**config.mk**
```make
export PLATFORM = sky130hd
export DESIGN_NAME = dsm_cic_decimator
export DESIGN_NICKNAME = d
export VERILOG_FILES = /design/src/rtl/dsm_dec_pkg.sv /design/src/rtl/dsm_dec_fifo.sv /design/src/rtl/dsm_cic_decimator.sv
export SDC_FILE = /design/constraint.sdc
export NUM_CORES = 1
export LEC_CHECK = 0
export ABC_AREA = 1
export CORE_ASPECT_RATIO = 2
export CORE_MARGIN = 1
export CORE_UTILIZATION = 33
export DETAILED_ROUTE_END_ITERATION = 6
export GPL_ROUTABILITY_DRIVEN = 0
export SLEW_MARGIN = 5
export SYNTH_ARGS = -nofsm -noshare
export SYNTH_HDL_FRONTEND = slang
export SYNTH_SLANG_ARGS = --single-unit
```
**constraint.sdc**
```tcl
create_clock -name aclk -period 4.6 [get_ports aclk]
set_input_delay 0.69 -clock aclk [delete_from_list [all_inputs] [get_ports aclk]]
set_output_delay 0.69 -clock aclk [all_outputs]
set_load 0.05 [all_outputs]
```
**src/rtl/dsm_dec_pkg.sv**
```systemverilog
// -----------------------------------------------------------------------------
// dsm_dec_pkg
// Shared types and helpers for the loopback CIC decimator.
//   state_e    : controller states (IDLE, WARMUP, RUN)
//   calc_gw    : internal CIC register width, MASH_BW + ORDER*DEC_LOG2
//   map_sample : selects the MASH sample or maps the DSM bit to +1/-1
// -----------------------------------------------------------------------------
package dsm_dec_pkg;

    typedef enum logic [1:0] {
        IDLE   = 2'd0,
        WARMUP = 2'd1,
        RUN    = 2'd2
    } state_e;

    function automatic int calc_gw(input int mash_bw, input int order, input int dec_log2);
        return mash_bw + order * dec_log2;
    endfunction

    function automatic longint map_sample(input logic sel, input longint mash_val,
                                          input logic dsm_bit);
        if (sel) begin
            return dsm_bit ? 64'sd1 : -64'sd1;
        end
        return mash_val;
    endfunction

endpackage

```
**src/rtl/dsm_dec_fifo.sv**
```systemverilog
// -----------------------------------------------------------------------------
// dsm_dec_fifo
// Synchronous output FIFO with a valid/ready read port.
//   clk, rst_n      : clock, async active-low reset
//   flush           : synchronous clear of all entries
//   wr_en, wr_data  : write request; accepted when not full, or when full
//                     and a read happens in the same cycle
//   full            : all DEPTH entries occupied
//   rd_valid/ready  : head entry available / consumer accepts it
//   rd_data         : head entry, forced to zero while empty
//   level           : current occupancy
// DEPTH must be a power of two >= 2 so the pointers wrap on their own.
// -----------------------------------------------------------------------------
module dsm_dec_fifo #(
    parameter int WIDTH = 16,
    parameter int DEPTH = 4
) (
    input  logic                     clk,
    input  logic                     rst_n,
    input  logic                     flush,
    input  logic                     wr_en,
    input  logic [WIDTH-1:0]         wr_data,
    output logic                     full,
    output logic                     rd_valid,
    input  logic                     rd_ready,
    output logic [WIDTH-1:0]         rd_data,
    output logic [$clog2(DEPTH):0]   level
);

    localparam int AW = $clog2(DEPTH);
    localparam int LW = AW + 1;

    logic [WIDTH-1:0] mem_q [DEPTH];
    logic [AW-1:0]    wr_ptr_q, rd_ptr_q;
    logic [LW-1:0]    level_q;
    logic             wr, rd;

    assign full     = (level_q == LW'(DEPTH));
    assign rd_valid = (level_q != '0);
    assign rd       = rd_valid & rd_ready;
    assign wr       = wr_en & ~flush & (~full | rd);
    assign rd_data  = rd_valid ? mem_q[rd_ptr_q] : '0;
    assign level    = level_q;

    always_ff @(posedge clk) begin
        if (wr) begin
            mem_q[wr_ptr_q] <= wr_data;
        end
    end

    always_ff @(posedge clk or negedge rst_n) begin
        if (!rst_n) begin
            wr_ptr_q <= '0;
            rd_ptr_q <= '0;
            level_q  <= '0;
        end else if (flush) begin
            wr_ptr_q <= '0;
            rd_ptr_q <= '0;
            level_q  <= '0;
        end else begin
            if (wr) wr_ptr_q <= wr_ptr_q + 1'b1;
            if (rd) rd_ptr_q <= rd_ptr_q + 1'b1;
            case ({wr, rd})
                2'b10:   level_q <= level_q + 1'b1;
                2'b01:   level_q <= level_q - 1'b1;
                default: level_q <= level_q;
            endcase
        end
    end

endmodule

```
**src/rtl/dsm_cic_decimator.sv**
```systemverilog
// -----------------------------------------------------------------------------
// dsm_cic_decimator
// Loopback demodulator: CIC (sinc^N) decimation of the MASH or DSM stream
// back to WIDTH-bit signed samples, with a buffered valid/ready output.
//   aclk, rst_n     : clock, async active-low reset
//   enable          : run when high; low flushes everything back to IDLE
//   in_sel          : 0 = in_mash_data, 1 = in_dsm_bit (1 -> +1, 0 -> -1)
//   in_mash_data    : signed MASH sample
//   in_dsm_bit      : 1-bit DSM sample
//   in_valid        : input qualifier, always accepted while enabled
//   out_data/valid  : decimated sample / sample present
//   out_ready       : consumer accepts on out_valid & out_ready
//   drop_count      : saturating count of samples lost to a full buffer
//   fifo_level      : output buffer occupancy
// Build option DSM_DEC_FIFO_EN: defined -> FIFO_DEPTH-entry output FIFO;
// undefined -> single output register (depth 1).
//
// state  | meaning
// IDLE   | enable low or just raised; datapath and buffer cleared
// WARMUP | first CIC_ORDER decimated samples discarded (combs filling)
// RUN    | decimated samples written to the output buffer
// -----------------------------------------------------------------------------
module dsm_cic_decimator
    import dsm_dec_pkg::*;
#(
    parameter int MASH_BW    = 3,
    parameter int WIDTH      = 16,
    parameter int CIC_ORDER  = 3,
    parameter int DEC_LOG2   = 5,
    parameter int FIFO_DEPTH = 4
) (
    input  logic                         aclk,
    input  logic                         rst_n,
    input  logic                         enable,
    input  logic                         in_sel,
    input  logic [MASH_BW-1:0]           in_mash_data,
    input  logic                         in_dsm_bit,
    input  logic                         in_valid,
    output logic [WIDTH-1:0]             out_data,
    output logic                         out_valid,
    input  logic                         out_ready,
    output logic [15:0]                  drop_count,
    output logic [$clog2(FIFO_DEPTH):0]  fifo_level
);

    localparam int GW = calc_gw(MASH_BW, CIC_ORDER, DEC_LOG2);
    localparam int LW = $clog2(FIFO_DEPTH) + 1;
    localparam logic [2:0] WARM_INIT = 3'(CIC_ORDER - 1);

    state_e                state_q, state_d;
    logic [2:0]            warm_q, warm_d;
    logic                  accept, wr_req, full, drop;
    logic [DEC_LOG2-1:0]   phase_q;
    logic                  dec_v_q, samp_v_q;
    logic signed [GW-1:0]  samp_q;
    logic signed [63:0]    mapped;
    logic signed [GW-1:0]  x_ext;
    logic signed [GW-1:0]  integ_q [CIC_ORDER];
    logic signed [GW-1:0]  integ_d [CIC_ORDER];
    logic signed [GW-1:0]  comb_q  [CIC_ORDER];
    logic signed [GW-1:0]  prev_q  [CIC_ORDER];
    logic signed [GW-1:0]  st_in   [CIC_ORDER];
    logic [CIC_ORDER-1:0]  cv_q, st_v;
    logic [WIDTH-1:0]      scaled;
    logic [15:0]           drop_q;

    assign accept = enable & in_valid;
    assign mapped = map_sample(in_sel, longint'($signed(in_mash_data)), in_dsm_bit);
    assign x_ext  = mapped[GW-1:0];

    // Integrators chain through their next values so the last stage already
    // holds the full N-fold sum including the sample accepted this cycle.
    always_comb begin
        integ_d[0] = integ_q[0] + x_ext;
        for (int i = 1; i < CIC_ORDER; i++) begin
            integ_d[i] = integ_q[i] + integ_d[i-1];
        end
    end

    always_comb begin
        st_in[0] = samp_q;
        st_v[0]  = samp_v_q;
        for (int s = 1; s < CIC_ORDER; s++) begin
            st_in[s] = comb_q[s-1];
            st_v[s]  = cv_q[s-1];
        end
    end

    always_ff @(posedge aclk or negedge rst_n) begin
        if (!rst_n) begin
            phase_q  <= '0;
            dec_v_q  <= 1'b0;
            samp_v_q <= 1'b0;
            samp_q   <= '0;
            cv_q     <= '0;
            for (int i = 0; i < CIC_ORDER; i++) begin
                integ_q[i] <= '0;
                comb_q[i]  <= '0;
                prev_q[i]  <= '0;
            end
        end else if (!enable) begin
            phase_q  <= '0;
            dec_v_q  <= 1'b0;
            samp_v_q <= 1'b0;
            samp_q   <= '0;
            cv_q     <= '0;
            for (int i = 0; i < CIC_ORDER; i++) begin
                integ_q[i] <= '0;
                comb_q[i]  <= '0;
                prev_q[i]  <= '0;
            end
        end else begin
            if (accept) begin
                phase_q <= phase_q + 1'b1;
                for (int i = 0; i < CIC_ORDER; i++) begin
                    integ_q[i] <= integ_d[i];
                end
            end
            dec_v_q  <= accept && (phase_q == '1);
            samp_v_q <= dec_v_q;
            if (dec_v_q) samp_q <= integ_q[CIC_ORDER-1];
            for (int s = 0; s < CIC_ORDER; s++) begin
                cv_q[s] <= st_v[s];
                if (st_v[s]) begin
                    comb_q[s] <= st_in[s] - prev_q[s];
                    prev_q[s] <= st_in[s];
                end
            end
        end
    end

    generate
        if (GW >= WIDTH) begin : g_trunc
            assign scaled = comb_q[CIC_ORDER-1][GW-1 -: WIDTH];
        end else begin : g_pad
            assign scaled = {comb_q[CIC_ORDER-1], {(WIDTH-GW){1'b0}}};
        end
    endgenerate

    always_ff @(posedge aclk or negedge rst_n) begin
        if (!rst_n) begin
            state_q <= IDLE;
            warm_q  <= WARM_INIT;
        end else begin
            state_q <= state_d;
            warm_q  <= warm_d;
        end
    end

    always_comb begin
        state_d = state_q;
        warm_d  = warm_q;
        wr_req  = 1'b0;
        if (!enable) begin
            state_d = IDLE;
            warm_d  = WARM_INIT;
        end else begin
            case (state_q)
                IDLE: begin
                    state_d = WARMUP;
                    warm_d  = WARM_INIT;
                end
                WARMUP: begin
                    if (cv_q[CIC_ORDER-1]) begin
                        if (warm_q == '0) state_d = RUN;
                        else              warm_d  = warm_q - 1'b1;
                    end
                end
                RUN:     wr_req  = cv_q[CIC_ORDER-1];
                default: state_d = IDLE;
            endcase
        end
    end

`ifdef DSM_DEC_FIFO_EN
    logic flush;
    assign flush = ~enable;

    dsm_dec_fifo #(
        .WIDTH (WIDTH),
        .DEPTH (FIFO_DEPTH)
    ) u_fifo (
        .clk      (aclk),
        .rst_n    (rst_n),
        .flush    (flush),
        .wr_en    (wr_req),
        .wr_data  (scaled),
        .full     (full),
        .rd_valid (out_valid),
        .rd_ready (out_ready),
        .rd_data  (out_data),
        .level    (fifo_level)
    );
`else
    logic             out_valid_q;
    logic [WIDTH-1:0] out_data_q;

    always_ff @(posedge aclk or negedge rst_n) begin
        if (!rst_n) begin
            out_valid_q <= 1'b0;
            out_data_q  <= '0;
        end else if (!enable) begin
            out_valid_q <= 1'b0;
            out_data_q  <= '0;
        end else if (wr_req && (!out_valid_q || out_ready)) begin
            out_valid_q <= 1'b1;
            out_data_q  <= scaled;
        end else if (out_valid_q && out_ready) begin
            out_valid_q <= 1'b0;
        end
    end

    assign full       = out_valid_q;
    assign out_valid  = out_valid_q;
    assign out_data   = out_data_q;
    assign fifo_level = {{(LW-1){1'b0}}, out_valid_q};
`endif

    // A full buffer still takes the write when the head leaves this cycle.
    assign drop = wr_req & full & ~(out_valid & out_ready);

    always_ff @(posedge aclk or negedge rst_n) begin
        if (!rst_n) begin
            drop_q <= '0;
        end else if (drop && (drop_q != 16'hFFFF)) begin
            drop_q <= drop_q + 1'b1;
        end
    end

    assign drop_count = drop_q;

endmodule

```
Word level (Yosys, flattened, before mapping)
Cells that the tools add are included.
{"block": "classes", "n_addsub": 9, "n_eq_ne": 16, "muxes": 36, "bitwise_logic": 5, "n_reduce_logical": 10}
{"operator": "$mux W54", "count": 4}
{"operator": "$mux W18", "count": 11}
{"operator": "$add A18 B18 Y18", "count": 3}
{"operator": "$sub A18 B18 Y18", "count": 3}
{"operator": "$mux W16", "count": 2}
{"operator": "$add A16 B1 Y16 const B", "count": 1}
{"operator": "$ne A16 B16 Y1 const B", "count": 1}
{"operator": "$mux W3", "count": 4}
{"operator": "$ne A2 B1 Y1 const B", "count": 6}
{"operator": "$mux W5", "count": 2}
{"operator": "$ne A3 B3 Y1 const B", "count": 3}
{"operator": "$mux W1", "count": 8}
{"operator": "$mux W2", "count": 3}
{"operator": "$ne A3 B1 Y1 const B", "count": 2}
{"operator": "$pmux W2 S3", "count": 1}
{"operator": "$pmux W3 S2", "count": 1}
{"operator": "$reduce_and A3 Y1", "count": 2}
{"operator": "$add A5 B1 Y5 const B", "count": 1}
{"operator": "$eq A5 B5 Y1 const B", "count": 1}
{"operator": "$and A1 B1 Y1", "count": 4}
{"operator": "$logic_and A1 B1 Y1", "count": 4}
{"operator": "$logic_not A3 Y1", "count": 1}
{"operator": "$sub A3 B1 Y3 const B", "count": 1}
{"operator": "$eq A2 B1 Y1 const B", "count": 1}
{"operator": "6 further kinds", "count": 6}
{"block": "word_totals", "register_bits": 228, "in_bits": 10, "out_inout_bits": 36, "wordCells": 95}

Depth between registers and ports, before layout
{"block": "logic_depth", "depth_word": 8, "mapped_depth": 32, "ltp_nobuf": 32}

Worst setup path after synthesis
OpenSTA, ideal clock, no wires.
{"block": "synth_timing", "kind": "input to register", "start": "input in_sel", "end": "register integ_q[17] (netlist name)", "setup_ps": 118, "arrival_ps": 4780, "required_time_ps": 4482, "setup_slack_ps": -298, "cell_stages": 28, "path_buffers": 0, "path_cell_list": "or2_2 > ha_1 > fa_1 > nand3_1 > nand2_1 > a21oi_1 > o21ai_2 > a21boi_1 > o21ai_0 > nand2_1 > nand3b_1 > nand2_1 > inv_1 > ha_1 > a21o_1 > a311oi_1 > nand2_1 > xor2_1 > ha_1 > inv_1 > nor3_1 > nand2_1 > nor2_1 > nand2_1 > o211ai_1 > nand3_1 > nand3_1 > nand2_1"}
{"block": "synth_via", "elab_chain_cells": 7, "elab_cells_between_ends": 8, "cone_classes": "add/sub: 3; mux: 5"}
{"element": "start, declared", "line_no": "dsm_cic_decimator.sv:35", "rtl": "input logic in_sel,"}
{"element": "$mux W18 or $mux W1 (tied branches)", "line_no": "dsm_dec_pkg.sv:22", "rtl": "if (sel) begin"}
{"element": "$mux W18 (*)", "line_no": "dsm_dec_pkg.sv:25", "rtl": "return mash_val;"}
{"element": "$add A18 B18 Y18 (*)", "line_no": "dsm_cic_decimator.sv:74", "rtl": "integ_d[0] = integ_q[0] + x_ext;"}
{"element": "$add A18 B18 Y18 (*) (2 in a row)", "line_no": "dsm_cic_decimator.sv:76", "rtl": "integ_d[i] = integ_q[i] + integ_d[i-1];"}
{"element": "$mux W54 (*)", "line_no": "dsm_cic_decimator.sv:113", "rtl": "if (accept) begin"}
{"element": "$mux W54 (*)", "line_no": "dsm_cic_decimator.sv:101", "rtl": "end else if (!enable) begin"}
{"element": "end signal, assigned by index", "line_no": "dsm_cic_decimator.sv:116", "rtl": "integ_q[i] <= integ_d[i];"}
{"element": "end, declared", "line_no": "dsm_cic_decimator.sv:58", "rtl": "logic signed [GW-1:0] integ_q [CIC_ORDER];"}
Every way passes the cells marked *; elsewhere a longest branch is shown, timed or not. The select of a mux whose other input is x is not followed.
A chain may end at the register's enable or synchronous reset.

Final worst setup path
{"block": "layout_timing", "start": "input in_sel", "end": "register integ_q[16] (netlist name)"}
The elaborated chain is that of the path after synthesis.

==> flow_summary.ini <==
[status]
status = finished, final reports clean

[routing]
drtIter0Drc = 365
routedWlPerCell_um = 15.16
routed_wl_um = 34990
num_vias = 11510
avgViaCountPerCell = 4.988
final_antenna_net_count = 0
drc = 0
first_pass_iters = 7

[timing]
hold_viol_final = 0
rsz0062_at_grt = yes
tns_ps = 0
worstMarginPinSlew_ps = 1020
relSlewSlack_pct = 31.82
skew_ps = 22.49
drv_slew = 0
finalCriticalPeriod_ps = 4410
setup_slack_ps = 189.9
fin_crit_sh_pct = 95.87
setup_violations = 0
fmax_mhz = 226.8

[finish]
antenna-diode-count = 0
areaGrowthSynthToFinish_pct = 26.44
final_cell_mix = nand2_1, inv_1, dfrtp_1
fillers = 3931
final_nets = 1890
final_layout_size_suffix_gt1_share_pct = 17.16
layout_commonest_cell = nand2_1

[worst_setup_path]
path_max_fanout = 4
crit_required_ps = 5000
r2r-start = integ_q[36]
startpoint_type = primary input
r2r_slack_ps = 290
cp-end-kind = flip-flop
critPathArrivalTime_ps = 4810
crit_type = primary input to flip-flop
reg2reg_to = integ_q[16]
ff2ff_path_depth = 21

[power]
ir_drop_v = 0.0003112
power.leakage_nw = 8.086
pwr_density_cell_mw_per_mm2 = 562.9

[global_routing]
grt_pass1_vias = 12070
grt_usage_pct = 17.50
grt_antenna_before_repair = 0
grt_pass1_wl_um = 57430
grt_max_degree = 109
gr-total-overflow = 0

[clock_tree]
cts-root-buf = clkbuf_16
clock_path_buffers = 3
cts_buffers = 25
htree_num_levels = 1
cts_tree = built
cts_num_sinks = 226
clk_latency_ps = 550
clk_pin_slew_ps = 60

[floorplanning]
die_h_um = 285.9
core-area_mm2 = 0.03956
dieWidth_um = 144.0
die_area_mm2 = 0.04116
start_util_pct = 33.62
num_rows = 103
pin_count = 46

[flow_run]
maxCapViolations = 0

[synthesis]
syn-cell-area_mm2 = 0.01330
ys_types = 50
synth_edf_count = 0
synth-seq-cells = 226
ys_seq_area_share_pct = 42.53
synth_warnings = 0
synthFlopType = dfrtp_1
async_flop_share_pct = 100.0
synthCells = 1584
synth_area_per_cell_um2 = 8.397

[placement]
dp_slack_ps = -1192
portBuffers = 43
dpl.hpwl_um = 25610

[worst_hold_path]
worstHoldPathType = primary input to async pin
report_power, final:
part,internal (mW),switching [mW]
sequential,2.13,0.124
clock,1.13,0.835
combinational,2.59,2.65
total,5.86,3.61
stage by stage:
| step | util, % | cell area (µm²) | hold slack (ps) | power (mW) | instances |
|---|---|---|---|---|---|
| 6_report | 42.51 | 16820 | 177.0 | 9.467 | 2308 |
| 5_1_grt | 42.51 | 16820 | 254.9 | 10.12 | 2308 |
| 4_1_cts | 42.05 | 16640 | 224.5 | 9.216 | 2303 |
| 3_5_place_dp | 38.70 | 15310 | 470.7 | 6.710 | 2250 |
| 3_3_place_gp | 38.70 | 15310 | 466.0 | 6.601 | 2250 |
| 2_1_floorplan | - | 13350 | 394.4 | 4.621 | 1585 |
per-layer routing:
layer / wire length (µm) / GRT usage (%)
met3: 768 / 1.557
met1: 12380 / 16.35
met4: 1940 / 10.13
met5: 0 / 0
met2: 19900 / 35.39
cell families (layout without fill, tap and decap cells):
kind of cell,count (synthesis),in the layout,synth area share [%]
AO/OA/AOI/OAI,451,451,19.82
XOR/XNOR,59,59,3.885
adder cells (fa/ha/maj),114,114,11.01
buffers and inverters,286,484,8.212
flip-flops,226,226,42.53
multiplexers,1,1,0.08465
other,1,2,0.02819
AND/OR/NAND/NOR,446,446,14.44
area by class of cell:
cell class	count	area, µm²	area share (%)
multi-input combinational	1073	7192	42.76
timing repair buffer	194	1602	9.522
tap	525	656.9	3.906
sequential	226	5657	33.63
clock buffer	33	665.6	3.958
clock inverter	11	117.6	0.6993
inverter	246	928.4	5.520
worst max-delay path, cell delays in order:
cell and delay (ps):
buf_8 110, or2_4 250, ha_4 170, fa_2 370, nand3_2 100, nand2_4 70, xor2_1 250, ha_1 320
a21oi_1 180, a21boi_0 380, o21ai_1 140, a21oi_2 180, inv_1 100, a31oi_1 200, xnor2_1 170, ha_1 270
buf_4 150, a21oi_2 170, o31ai_1 80, a21oi_1 110, nand2_1 80, o21ai_0 150, o21ai_0 110
cell usage after synthesis, types with 3 or more instances:
cell	count	area share, %
ha_1	109	10
nand4_1	9	0.42
o21ai_1	6	0.23
and2_1	9	0.42
nand2_1	251	7.1
a21oi_1	122	4.6
xnor2_1	23	1.5
nor2_1	69	1.9
nor3_1	16	0.60
or2_2	5	0.24
o21ai_2	4	0.26
fa_1	5	0.75
buf_4	3	0.17
o21ai_0	149	5.6
clkbuf_1	35	0.99
o32ai_1	4	0.26
o21a_1	4	0.23
dfrtp_1	225	42
a21boi_0	8	0.45
xor2_1	36	2.4
nand3b_1	3	0.17
o31ai_1	14	0.79
a21o_1	8	0.45
a31oi_1	7	0.33
a22o_1	21	1.4
inv_1	242	6.8
o22ai_1	80	3.8
o2111ai_1	5	0.33
o21bai_1	8	0.45
clkinv_1	3	0.085
nand3_1	76	2.9
registers in the layout, indices dropped and copies added (netlist names):
name,count
out_valid,1
samp_v_q,1
dec_v_q,1
phase_q,5
cv_q,3
warm_q,3
drop_count,16
prev_q,54
out_data,16
integ_q,54
samp_q,18
state_q,2
comb_q,52
timing repair:
item | CTS | global route
endpoints found under the setup margin | 8 | 9
gates resized for setup | 88 | 40
hold buffers | 0 | 0
pin swaps | 50 | 39
buffers inserted | 9 | 5
how the worst max path moves through the flow:
stage | from | to | slack, ps | cells after the start
2_1_floorplan | in_sel | integ_q[17] | 1 | 27
3_3_place_gp | in_sel | integ_q[17] | -1150 | 30
3_5_place_dp | in_sel | integ_q[17] | -1190 | 28
4_1_cts | in_dsm_bit | integ_q[17] | 7 | 30
5_1_grt | in_sel | integ_q[17] | -140 | 28
6_report | in_sel | integ_q[16] | 190 | 23
Power figures use the tool's default switching activity.
